File: src/rtl/des_pkg.sv
// ----------------------------------------------------------------------------
// des_pkg
// Shared DES key-schedule definitions: the PC-1 and PC-2 selection tables,
// the per-round left-shift schedule, the subkey generator FSM state encoding
// and small rotate helpers for the 28-bit C/D halves.
//
// Table entries use FIPS 46 numbering (bit 1 is the most significant bit of
// the vector being selected from). A table entry t applied to an N-bit
// source therefore selects vector index N - t.
// ----------------------------------------------------------------------------
package des_pkg;

    localparam int KEY_W      = 64;
    localparam int CD_W       = 56;
    localparam int HALF_W     = 28;
    localparam int SUBKEY_W   = 48;
    localparam int NUM_ROUNDS = 16;

    typedef enum logic {
        ST_IDLE = 1'b0,
        ST_EMIT = 1'b1
    } des_state_e;

    // PC-1: 64-bit key (with parity) -> 56-bit C||D. Parity bits 8,16,..,64
    // never appear in this table, which is how they are discarded.
    localparam int PC1_TABLE [56] = '{
        57, 49, 41, 33, 25, 17,  9,
         1, 58, 50, 42, 34, 26, 18,
        10,  2, 59, 51, 43, 35, 27,
        19, 11,  3, 60, 52, 44, 36,
        63, 55, 47, 39, 31, 23, 15,
         7, 62, 54, 46, 38, 30, 22,
        14,  6, 61, 53, 45, 37, 29,
        21, 13,  5, 28, 20, 12,  4
    };

    // PC-2: 56-bit C||D -> 48-bit round subkey.
    localparam int PC2_TABLE [48] = '{
        14, 17, 11, 24,  1,  5,
         3, 28, 15,  6, 21, 10,
        23, 19, 12,  4, 26,  8,
        16,  7, 27, 20, 13,  2,
        41, 52, 31, 37, 47, 55,
        30, 40, 51, 45, 33, 48,
        44, 49, 39, 56, 34, 53,
        46, 42, 50, 36, 29, 32
    };

    // Left-rotate amount for rounds 1..16 (index 0 is round 1). Sums to 28.
    localparam int SHIFT_SCHED [16] = '{
        1, 1, 2, 2, 2, 2, 2, 2, 1, 2, 2, 2, 2, 2, 2, 1
    };

    // True when the schedule entry at idx (0-based round) rotates by two.
    function automatic logic shift_is_two(input logic [3:0] idx);
        return (SHIFT_SCHED[idx] == 2);
    endfunction

    // Rotate a 28-bit half left by one or two positions.
    function automatic logic [27:0] rotl28(input logic [27:0] x, input logic two);
        return two ? {x[25:0], x[27:26]} : {x[26:0], x[27]};
    endfunction

    // Rotate a 28-bit half right by one or two positions.
    function automatic logic [27:0] rotr28(input logic [27:0] x, input logic two);
        return two ? {x[1:0], x[27:2]} : {x[0], x[27:1]};
    endfunction

endpackage

File: src/rtl/des_subkey_gen_if.sv
// ----------------------------------------------------------------------------
// des_subkey_gen_if
// Bundles the key-load handshake and the subkey-stream handshake of the DES
// subkey generator.
//
//   i_key_valid     key-load request from the key source
//   o_key_ready     generator idle and able to accept a key
//   i_key[63:0]     DES key with parity bits, i_key[63] is FIPS bit 1
//   i_decrypt       0: emit K1..K16, 1: emit K16..K1 (sampled at load)
//   o_subkey_valid  o_subkey holds a valid subkey
//   i_subkey_ready  consumer accepts the current subkey
//   o_subkey[47:0]  registered round subkey, o_subkey[47] is PC-2 bit 1
//   o_round[3:0]    emission index 0..15 of the current subkey
//   o_busy          generator is emitting a sequence
//
// slave  : the subkey generator
// master : the key source / subkey consumer
// ----------------------------------------------------------------------------
interface des_subkey_gen_if;

    logic        i_key_valid;
    logic        o_key_ready;
    logic [63:0] i_key;
    logic        i_decrypt;
    logic        o_subkey_valid;
    logic        i_subkey_ready;
    logic [47:0] o_subkey;
    logic [3:0]  o_round;
    logic        o_busy;

    modport slave (
        input  i_key_valid,
        input  i_key,
        input  i_decrypt,
        input  i_subkey_ready,
        output o_key_ready,
        output o_subkey_valid,
        output o_subkey,
        output o_round,
        output o_busy
    );

    modport master (
        output i_key_valid,
        output i_key,
        output i_decrypt,
        output i_subkey_ready,
        input  o_key_ready,
        input  o_subkey_valid,
        input  o_subkey,
        input  o_round,
        input  o_busy
    );

endinterface

File: src/rtl/des_subkey_gen_pc2.sv
// ----------------------------------------------------------------------------
// des_pc2
// Purely combinational DES Permuted Choice 2.
//
//   i_cd[55:0]      C||D halves, i_cd[55] is FIPS bit 1 of C
//   o_subkey[47:0]  selected round subkey, o_subkey[47] is PC-2 output bit 1
// ----------------------------------------------------------------------------
module des_pc2
    import des_pkg::*;
(
    input  logic [55:0] i_cd,
    output logic [47:0] o_subkey
);

    // Pure wiring: each output bit picks one C||D bit named by the table.
    for (genvar g = 0; g < SUBKEY_W; g++) begin : g_pc2
        assign o_subkey[SUBKEY_W - 1 - g] = i_cd[CD_W - PC2_TABLE[g]];
    end

endmodule

File: src/rtl/des_subkey_gen.sv
// ----------------------------------------------------------------------------
// des_subkey_gen
// Generates the sixteen 48-bit DES round subkeys from a 64-bit key and
// streams them out over a valid/ready handshake, in encrypt order (K1..K16)
// or decrypt order (K16..K1).
//
//   i_clk    clock, all state changes on its rising edge
//   i_rst_n  asynchronous active-low reset
//   bus      des_subkey_gen_if.slave (key load + subkey stream, see the
//            interface file for the individual signals)
//
// The C/D halves are rotated in place: left by the schedule for encrypt,
// right by the schedule read backwards for decrypt. The subkey register is
// loaded from PC-2 of the *next* C/D value, so a subkey appears the cycle
// after the event that produced it (key load or accepted handshake).
// ----------------------------------------------------------------------------
module des_subkey_gen
    import des_pkg::*;
(
    input  logic              i_clk,
    input  logic              i_rst_n,
    des_subkey_gen_if.slave   bus
);

    des_state_e   state_q, state_d;
    logic [27:0]  c_half_q, c_half_d;
    logic [27:0]  d_half_q, d_half_d;
    logic         decrypt_q, decrypt_d;
    logic [3:0]   round_q, round_d;
    logic [47:0]  subkey_q, subkey_d;

    logic [55:0]  pc1_cd;
    logic [47:0]  pc2_subkey;
    logic         load_subkey;
    logic [3:0]   next_round;
    logic [3:0]   dec_sched_idx;

    // PC-1 wiring from the raw key; parity bits are simply never selected.
    for (genvar g = 0; g < CD_W; g++) begin : g_pc1
        assign pc1_cd[CD_W - 1 - g] = bus.i_key[KEY_W - PC1_TABLE[g]];
    end

    // PC-2 sees the halves as they will be after this cycle's update.
    des_pc2 u_pc2 (
        .i_cd     ({c_half_d, d_half_d}),
        .o_subkey (pc2_subkey)
    );

    assign next_round    = round_q + 4'd1;
    // Decrypt emission j (1..15) undoes round 17-j, i.e. schedule index 16-j.
    assign dec_sched_idx = 4'd15 - round_q;

    // Next-state logic. A key load primes the halves for emission 0; each
    // accepted subkey below the last one advances the halves by one round.
    // The final handshake returns to IDLE and leaves the subkey register as
    // is, since it is only meaningful while valid is high.
    always_comb begin
        state_d     = state_q;
        c_half_d    = c_half_q;
        d_half_d    = d_half_q;
        decrypt_d   = decrypt_q;
        round_d     = round_q;
        load_subkey = 1'b0;

        case (state_q)
            ST_IDLE: begin
                if (bus.i_key_valid) begin
                    state_d     = ST_EMIT;
                    decrypt_d   = bus.i_decrypt;
                    round_d     = 4'd0;
                    load_subkey = 1'b1;
                    if (bus.i_decrypt) begin
                        // K16 uses the halves exactly as PC-1 produced them,
                        // because the encrypt rotations total a full turn.
                        c_half_d = pc1_cd[55:28];
                        d_half_d = pc1_cd[27:0];
                    end else begin
                        c_half_d = rotl28(pc1_cd[55:28], shift_is_two(4'd0));
                        d_half_d = rotl28(pc1_cd[27:0],  shift_is_two(4'd0));
                    end
                end
            end
            ST_EMIT: begin
                if (bus.i_subkey_ready) begin
                    if (round_q == 4'd15) begin
                        state_d = ST_IDLE;
                        round_d = 4'd0;
                    end else begin
                        round_d     = next_round;
                        load_subkey = 1'b1;
                        if (decrypt_q) begin
                            c_half_d = rotr28(c_half_q, shift_is_two(dec_sched_idx));
                            d_half_d = rotr28(d_half_q, shift_is_two(dec_sched_idx));
                        end else begin
                            c_half_d = rotl28(c_half_q, shift_is_two(next_round));
                            d_half_d = rotl28(d_half_q, shift_is_two(next_round));
                        end
                    end
                end
            end
            default: begin
                state_d = ST_IDLE;
            end
        endcase

        subkey_d = load_subkey ? pc2_subkey : subkey_q;
    end

    // State and datapath registers; reset aborts any sequence in flight.
    always_ff @(posedge i_clk or negedge i_rst_n) begin
        if (!i_rst_n) begin
            state_q   <= ST_IDLE;
            c_half_q  <= '0;
            d_half_q  <= '0;
            decrypt_q <= 1'b0;
            round_q   <= '0;
            subkey_q  <= '0;
        end else begin
            state_q   <= state_d;
            c_half_q  <= c_half_d;
            d_half_q  <= d_half_d;
            decrypt_q <= decrypt_d;
            round_q   <= round_d;
            subkey_q  <= subkey_d;
        end
    end

    assign bus.o_key_ready    = (state_q == ST_IDLE);
    assign bus.o_subkey_valid = (state_q == ST_EMIT);
    assign bus.o_busy         = (state_q == ST_EMIT);
    assign bus.o_subkey       = subkey_q;
    assign bus.o_round        = round_q;

endmodule

File: src/flat_wrapper.sv
// flat-port wrapper written by rule: the top's interface ports become plain ports
module des_subkey_gen_flat import des_pkg::*;
  (i_clk, i_rst_n, bus_i_key_valid, bus_i_key, bus_i_decrypt, bus_i_subkey_ready, bus_o_key_ready, bus_o_subkey_valid, bus_o_subkey, bus_o_round, bus_o_busy);
  des_subkey_gen_if bus_i ();
  input  logic i_clk;
  input  logic i_rst_n;
  input wire logic [$bits(bus_i.i_key_valid)-1:0] bus_i_key_valid;
  input wire logic [$bits(bus_i.i_key)-1:0] bus_i_key;
  input wire logic [$bits(bus_i.i_decrypt)-1:0] bus_i_decrypt;
  input wire logic [$bits(bus_i.i_subkey_ready)-1:0] bus_i_subkey_ready;
  output wire logic [$bits(bus_i.o_key_ready)-1:0] bus_o_key_ready;
  output wire logic [$bits(bus_i.o_subkey_valid)-1:0] bus_o_subkey_valid;
  output wire logic [$bits(bus_i.o_subkey)-1:0] bus_o_subkey;
  output wire logic [$bits(bus_i.o_round)-1:0] bus_o_round;
  output wire logic [$bits(bus_i.o_busy)-1:0] bus_o_busy;
  assign bus_i.i_key_valid = bus_i_key_valid;
  assign bus_i.i_key = bus_i_key;
  assign bus_i.i_decrypt = bus_i_decrypt;
  assign bus_i.i_subkey_ready = bus_i_subkey_ready;
  assign bus_o_key_ready = bus_i.o_key_ready;
  assign bus_o_subkey_valid = bus_i.o_subkey_valid;
  assign bus_o_subkey = bus_i.o_subkey;
  assign bus_o_round = bus_i.o_round;
  assign bus_o_busy = bus_i.o_busy;
  des_subkey_gen u_core (.i_clk(i_clk), .i_rst_n(i_rst_n), .bus(bus_i));
endmodule
File: config.mk
export PLATFORM = sky130hd
export DESIGN_NAME = des_subkey_gen_flat
export DESIGN_NICKNAME = d
export VERILOG_FILES = /design/src/rtl/des_pkg.sv /design/src/rtl/des_subkey_gen_if.sv /design/src/rtl/des_subkey_gen_pc2.sv /design/src/rtl/des_subkey_gen.sv /design/src/flat_wrapper.sv
export SDC_FILE = /design/constraint.sdc
export NUM_CORES = 1
export LEC_CHECK = 0
export ABC_AREA = 1
export CORE_MARGIN = 4
export CORE_UTILIZATION = 59
export DETAILED_ROUTE_END_ITERATION = 8
export HOLD_SLACK_MARGIN = 0.06
export PLACE_DENSITY = 0.84
export SYNTH_ARGS = -nofsm -noshare
export SYNTH_HDL_FRONTEND = slang
export SYNTH_SLANG_ARGS = --single-unit
File: constraint.sdc
create_clock -name i_clk -period 3.9 [get_ports i_clk]
set_clock_uncertainty 0.05 [all_clocks]
set_input_delay 0.39 -clock i_clk [delete_from_list [all_inputs] [get_ports i_clk]]
set_output_delay 0.39 -clock i_clk [all_outputs]
set_load 0.01 [all_outputs]
==> results of run 1 <==
[power by group through the flow]
stage	clock, mW	combinational (mW)	sequential [mW]
global route	1.07	5.64	2.16
finish	1.02	5.04	2.09
floorplan	0	3.40	2.16
CTS	1.02	4.94	2.08
detailed placement	0	4.91	2.08
global placement	0	4.83	2.08
[cell type report]
cell class,instances,area [um^2]
tap,172,215
multi-input combinational,931,4210
fill,1149,3520
sequential,110,2750
clock inverter,3,68.8
timing repair buffer,138,1350
clock buffer,12,246
inverter,122,458
[how the worst min path moves through the flow]
stage,startpoint,endpoint,slack (ns),cells after the start
detailed placement,u_core.bus.o_subkey[15],u_core.bus.o_subkey[15],0.41,2
global route,i_rst_n,u_core.c_half_q[7],0.20,1
CTS,i_rst_n,u_core.bus.o_subkey[46],0.16,1
floorplan,i_rst_n,u_core.bus.o_busy,0.04,0
finish,i_rst_n,u_core.bus.o_subkey[46],0.11,1
global placement,u_core.bus.o_subkey[5],u_core.bus.o_subkey[5],0.41,2
[logic make-up (layout without fill, tap and decap cells)]
| logic type | Yosys count | count (layout) | share of synthesized area (%) |
|---|---|---|---|
| buffers and inverters | 220 | 275 | 11.5 |
| DFF | 110 | 110 | 35.0 |
| and+or+nand+nor | 739 | 739 | 40.2 |
| AOI/OAI and AO/OA | 188 | 188 | 12.6 |
| adders and majority gates | 4 | 4 | 0.637 |
[layout by cell type, fill, tap and decap left out]
master | netlist | final
sky130_fd_sc_hd__a21oi_1 | 54 | 54
sky130_fd_sc_hd__buf_12 | 0 | 3
sky130_fd_sc_hd__buf_2 | 32 | 1
sky130_fd_sc_hd__buf_4 | 7 | 21
sky130_fd_sc_hd__bufinv_16 | 0 | 2
sky130_fd_sc_hd__clkbuf_1 | 44 | 2
sky130_fd_sc_hd__clkbuf_16 | 0 | 9
sky130_fd_sc_hd__clkbuf_8 | 0 | 1
sky130_fd_sc_hd__clkdlybuf4s50_1 | 0 | 113
sky130_fd_sc_hd__clkinv_1 | 0 | 1
sky130_fd_sc_hd__clkinv_4 | 0 | 1
sky130_fd_sc_hd__dfrtp_1 | 110 | 110
sky130_fd_sc_hd__ha_1 | 4 | 4
sky130_fd_sc_hd__inv_1 | 118 | 117
sky130_fd_sc_hd__inv_2 | 4 | 4
sky130_fd_sc_hd__nand2_1 | 371 | 371
sky130_fd_sc_hd__nand2_2 | 2 | 2
sky130_fd_sc_hd__nand3_1 | 299 | 299
sky130_fd_sc_hd__nand4_1 | 1 | 1
sky130_fd_sc_hd__nor2_1 | 65 | 64
sky130_fd_sc_hd__nor2_4 | 1 | 2
sky130_fd_sc_hd__o211ai_1 | 18 | 18
sky130_fd_sc_hd__o21ai_0 | 113 | 113
sky130_fd_sc_hd__o22ai_1 | 3 | 3
[state kept, by name, indices dropped and copies added, names as in the netlist]
signal               cells
u_core.bus.o_subkey     48
u_core.c_half_q         28
u_core.d_half_q         28
u_core.bus.o_round       4
u_core.bus.o_busy        1
u_core.decrypt_q         1
[critical path: cells and delay by family (launching register included)]
| family | cells | cell delay, ns |
|---|---|---|
| DFF | 1 | 0.43 |
| and+or+nand+nor | 5 | 1.03 |
| adders and majority gates | 1 | 0.30 |
| buffers and inverters | 3 | 0.64 |
| AOI/OAI and AO/OA | 2 | 0.23 |
[per-layer routing]
metal,GRT usage [%],routed length [um],up-vias
li1,-,-,4198
met1,47.7,10200,3978
met2,44.8,10100,585
met3,6.50,2770,64
met4,12.9,617,0
met5,0,0,-
[metrics by stage]
stage,instances,hold WS (ns)
2_1_floorplan,1261,0.0444
3_3_place_gp,1473,0.414
3_5_place_dp,1473,0.414
4_1_cts,1488,0.160
5_1_grt,1488,0.196
6_report,1488,0.108
==> results.toml, run 1 <==
[final_layout]
post_route_cells_drive_above_1_share_pct = 3.50
final_core_utilization_pct = 72.6
nets = 1385
antenna_cells = 0
post_route_standard_cell_area_excluding_fillers_um2 = 9310
area_delta_synth_final_pct = 18.3

[setup_path]
worstSetupStartpointType = "flip-flop"
crit-reg2reg-launch = "u_core.bus.o_round[0]"
crit_arrival_ns = 3.00
timing.rr.end = "u_core.c_half_q[10]"
critPathCaptureType = "flip-flop"
cpMostUsedCell = "sky130_fd_sc_hd__nand2_1"
timing.setup.critical_path_class = "reg -> reg"
register_to_register_path_depth = 11
worst-path-max-fanout = 51
capture_point_of_the_worst_path = "u_core.c_half_q[10]"
timing.critical_path.slowest_stage_cell = "sky130_fd_sc_hd__nand2_1"
crit_path_max_incr_delay_ns = 0.54
worst_ep_required_time_ns = 4.09
reg2reg_slack_ns = 1.08
crit_path_cell_trace = "inv_1 > ha_1 > inv_1 > nand2_1 > nand2_1 > buf_4 > nand2_1 > nand2_1 > o211ai_1 > nand3_1 > o211ai_1"
critPathLaunch = "u_core.bus.o_round[0]"

[routing]
average_routed_wire_per_standard_cell_um = 15.9
drt_pass1_iterations = 8
detail_route.wirelength_um = 23700
routed_via_density = 5.93
drt_iter0_markers = 1467
vias = 8825
remaining_drc_errors = 0
antenna_violating_nets_post_route = 0

[grt]
grt_antenna_before_repair = 0
grt_total_usage_pct = 31.8
grt_max_degree = 99
first_pass_grt_wire_length_um = 39600
via_count_of_the_first_global_routing_pass = 8178
grt_overflow = 0

[die]
chipHeight_um = 123
io_pins = 124
die_area_um2 = 15200
die_w_um = 123
floorplan.initialDensity_pct = 61.3
num_rows = 41
placeableCoreArea_um2 = 12800

[synthesis]
post_synth_most_frequent_cells = "sky130_fd_sc_hd__nand2_1, sky130_fd_sc_hd__nand3_1, sky130_fd_sc_hd__inv_1"
yosys.cell_count.top_type = "sky130_fd_sc_hd__nand2_1"
synth.top_cell.area_share_pct = 35.0
synth-seq-area-share_pct = 35.0
ys_top_cells_by_area = "sky130_fd_sc_hd__dfrtp_1, sky130_fd_sc_hd__nand3_1, sky130_fd_sc_hd__nand2_1, sky130_fd_sc_hd__o21ai_0, sky130_fd_sc_hd__inv_1"
postSynth.asyncResetShare_pct = 100
synth-warning-count = 0
netlist.top_cell.by_area = "sky130_fd_sc_hd__dfrtp_1"
netlist-cell-type-count = 19
synth_seq_cells = 110
mappedNetlistArea_um2 = 7860
syn-mean-instance-area_um2 = 6.24
synth_fp_nets = 1334
synth_edf_count = 0
ys_dominant_reg_cell = "sky130_fd_sc_hd__dfrtp_1"
post_synth_inst_count = 1261

[power_and_ir_drop]
p_clk_share_pct = 12.5
swShare_pct = 49.2
vdd_drop_max_mv = 0.554
switchingPower_mw = 4.01
sequentialPowerShare_pct = 25.6
internal_power_mw = 4.14
comb_power_share_pct = 61.9
p_leak_nw = 4.43
power.density_cell_area_nw_per_um2 = 876
total_power_mw = 8.15

[sta]
finalWorstSetupSlack_ns = 1.08
worstMarginPinSlew_ns = 0.986
final.period_utilization_pct = 72.2
setup_viol_count_final = 0
max_freq_ghz = 0.355
final_slew_violations = 0
finalSetupTns_ns = 0
timing.max_slew.rel_slack_pct = 34.3
post-route-min-period_ns = 2.82
rsz0062_at_grt = "no"
final_hold_viol_count = 0

[cts]
cts.sink_count = 110
tritoncts = "done"
post-cts-setup-buffer-count = 0
cts.hold.buffers_added = 0
clock-root-buffer = "sky130_fd_sc_hd__clkbuf_16"
clk_path_buf_depth = 2
cts_made_buffers = 9
worst_skew_pair_later_pin_latency_ns = 0.36
htreeDepth = 3
cts.clk_slew.worst_paths_ns = 0.08
cts_resized = 0

[place]
dp_hpwl_um = 14300
pre_cts_slack_ns = 1.19
gp_routability_congestion = 0.884
placement.io_buffers = 115
detailed_place.area_um2 = 8990

[hold_path]
hold_class = "in -> async"

[job]
drv_cap = 0

[outcome]
status = "finished clean"
(Power assumes the default switching activity.)
==> inputs of run 2 (changes only) <==
--- a/config.mk
+++ b/config.mk
@@ -7,10 +7,10 @@
 export LEC_CHECK = 0
 export ABC_AREA = 1
 export CORE_MARGIN = 4
-export CORE_UTILIZATION = 59
+export CORE_UTILIZATION = 55
 export DETAILED_ROUTE_END_ITERATION = 8
 export HOLD_SLACK_MARGIN = 0.06
-export PLACE_DENSITY = 0.84
+export PLACE_DENSITY = 0.78
 export SYNTH_ARGS = -nofsm -noshare
 export SYNTH_HDL_FRONTEND = slang
 export SYNTH_SLANG_ARGS = --single-unit
==> constraint.sdc (replaced) <==
create_clock -name i_clk -period 2.9 [get_ports i_clk]
set_clock_uncertainty 0.05 [all_clocks]
set_input_delay 0.29 -clock i_clk [delete_from_list [all_inputs] [get_ports i_clk]]
set_output_delay 0.29 -clock i_clk [all_outputs]
set_load 0.01 [all_outputs]
==> run 2 against run 1 <==
Against the previous run: combinational power is 36% higher; cell area is 0.47% higher; maximum frequency up 12%; sequential share of layout area down 0.14 points; first-iteration DRC count down 21%; critical path depth is 2 higher; clock power rose by 25%; via count down 0.80%; worst setup slack worse by 0.69 ns; sequential power rose by 35%; hold slack improved by 0.32 ns; core utilization decreased by 5.5 points; critical path type unchanged; critical endpoint is now u_core.bus.o_subkey[35]; largest cell class unchanged.
==> results.toml, run 2 (synthesized netlist as in run 1, its figures left out) <==
[final_layout]
most_used_cells_in_the_layout_excluding_fill_and_tap_cells = "sky130_fd_sc_hd__nand2_1, sky130_fd_sc_hd__nand3_1, sky130_fd_sc_hd__inv_1"
area_delta_synth_final_pct = 18.9
layout.filler_cells = 1270
post_route_standard_cell_area_excluding_fillers_um2 = 9350
layout_commonest_cell = "sky130_fd_sc_hd__nand2_1"
seqCellArea_um2 = 2750
multi_input_comb_area_um2 = 4210
nets = 1391
antenna_cells = 0
flip_flop_count_of_the_largest_register_after_layout = 48
post_route_cells_drive_above_1_share_pct = 4.08
layout.cells.non_filler = 1503
final_core_utilization_pct = 67.1

[hold_path]
hold_path_startpoint = "u_core.bus.o_subkey[9]"
timing.hold.worst_endpoint = "u_core.bus.o_subkey[9]"
hold_path_depth = 2
hold_class = "reg -> reg"

[place]
place.detailed.instances = 1486
dp_hpwl_um = 14600
gp_routability_congestion = 0.869
placement.io_buffers = 115
detailed_place.area_um2 = 9050

[cts]
cts_resized = 0
clk_path_buf_depth = 2
cts.clk_slew.worst_paths_ns = 0.08
tritoncts = "done"
clock-root-buffer = "sky130_fd_sc_hd__clkbuf_16"
htreeDepth = 3
worst_skew_pair_later_pin_latency_ns = 0.36
cts_made_buffers = 9
cts.sink_count = 110

[setup_path]
crit-reg2reg-launch = "u_core.bus.o_round[1]"
timing.setup.critical_path_class = "reg -> reg"
timing.critical_path.slowest_stage_cell = "sky130_fd_sc_hd__buf_4"
critPathCaptureType = "flip-flop"
crit_arrival_ns = 2.76
critPathTopFamily = "buffers and inverters"
cpMostUsedCell = "sky130_fd_sc_hd__nand2_1"
timing.rr.end = "u_core.bus.o_subkey[35]"
crit_path_cell_trace = "ha_1 > nand2_1 > nor2_1 > inv_1 > nand2_1 > buf_4 > inv_1 > buf_4 > nand3_1 > nand2_1 > nand2_1 > nand2_1 > nand2_1"
critical_path.n_buffers_inverters = 4
worst-path-max-fanout = 49
register_to_register_path_depth = 13
worstSetupStartpointType = "flip-flop"
crit_path_max_incr_delay_ns = 0.48
worst_ep_required_time_ns = 3.15
reg2reg_slack_ns = 0.39

[sta]
final_hold_viol_count = 0
final_slew_violations = 0
rsz0062_at_grt = "no"
finalSetupTns_ns = 0
post-route-min-period_ns = 2.51
worstMarginPinSlew_ns = 0.987
worst_hold_slack_ns = 0.427
timing.max_slew.rel_slack_pct = 34.1
setup_viol_count_final = 0
final.period_utilization_pct = 86.6
max_freq_ghz = 0.398

[grt]
grt_antenna_before_repair = 0
grt_total_usage_pct = 29.5
grt_overflow = 0
first_pass_grt_wire_length_um = 39900
via_count_of_the_first_global_routing_pass = 8141
grt_max_degree = 65

[die]
die_area_um2 = 16300
chipHeight_um = 128
placeableCoreArea_um2 = 13900
num_rows = 43
floorplan.initialDensity_pct = 56.4
io_pins = 124
die_w_um = 128

[routing]
routed_via_density = 5.82
drt_iter0_markers = 1153
detail_route.wirelength_um = 23800
vias = 8754
antenna_violating_nets_post_route = 0
remaining_drc_errors = 0
drt_pass1_iterations = 6
average_routed_wire_per_standard_cell_um = 15.8

[outcome]
status = "finished clean"

[power_and_ir_drop]
vdd_drop_max_mv = 0.686
p_leak_nw = 4.45
power.density_cell_area_nw_per_um2 = 1170

[job]
drv_cap = 0
-- run 2: final cells by class --
type	count	share of cell area (%)
clock inverters	6	0.642
inverters	122	4.90
well taps	180	2.41
flip-flops and latches	110	29.4
clock buffers	10	2.45
repair buffers	144	15.1
multi-input cells	931	45.0
-- run 2: worst register-to-register path, stage by stage, from the launching register on --
cell	delay (ns)
sky130_fd_sc_hd__dfrtp_1	0.46
sky130_fd_sc_hd__ha_1	0.23
sky130_fd_sc_hd__nand2_1	0.07
sky130_fd_sc_hd__nor2_1	0.13
sky130_fd_sc_hd__inv_1	0.06
sky130_fd_sc_hd__nand2_1	0.07
sky130_fd_sc_hd__buf_4	0.48
sky130_fd_sc_hd__inv_1	0.15
sky130_fd_sc_hd__buf_4	0.26
sky130_fd_sc_hd__nand3_1	0.12
sky130_fd_sc_hd__nand2_1	0.05
sky130_fd_sc_hd__nand2_1	0.09
sky130_fd_sc_hd__nand2_1	0.11
sky130_fd_sc_hd__nand2_1	0.12
-- run 2: timing repair --
action | in CTS | in global routing
setup buffers | 0 | 0
hold buffers | 1 | 0
endpoints found under the setup margin | 0 | 0
hold endpoints to repair | 42 | 0
-- run 2: power by group --
part	internal [mW]	switching, mW
clock network	0.609	0.661
logic	2.56	4.28
registers	2.32	0.513
total	5.49	5.46
-- run 2: per-stage QoR --
stage          total power [mW]  setup WS [ns]
5_1_grt                    12.0          0.134
4_1_cts                    10.9          0.441
2_1_floorplan              7.47          0.984
3_3_place_gp               9.43          0.511
3_5_place_dp               9.54          0.452
6_report                   10.9          0.389
-- run 2: layer usage --
metal,vias up,GRT usage [%],share of wire [%]
met3,49,7.15,9.9
met2,519,43.7,43
met5,-,0,0
met4,0,9.65,1.8
met1,3967,42.6,45
li1,4219,-,-
-- run 2: worst max path at each step --
stage	from	end	slack [ns]	depth (start not counted)
after floorplan	u_core.bus.o_round[0]	u_core.bus.o_subkey[24]	0.98	13
after global placement	u_core.bus.o_round[1]	u_core.bus.o_subkey[37]	0.51	13
after detailed placement	u_core.bus.o_round[1]	u_core.bus.o_subkey[35]	0.45	13
after CTS	u_core.bus.o_round[1]	u_core.bus.o_subkey[37]	0.44	13
after global routing	u_core.bus.o_round[1]	u_core.bus.o_subkey[26]	0.13	13
final	u_core.bus.o_round[1]	u_core.bus.o_subkey[35]	0.39	13
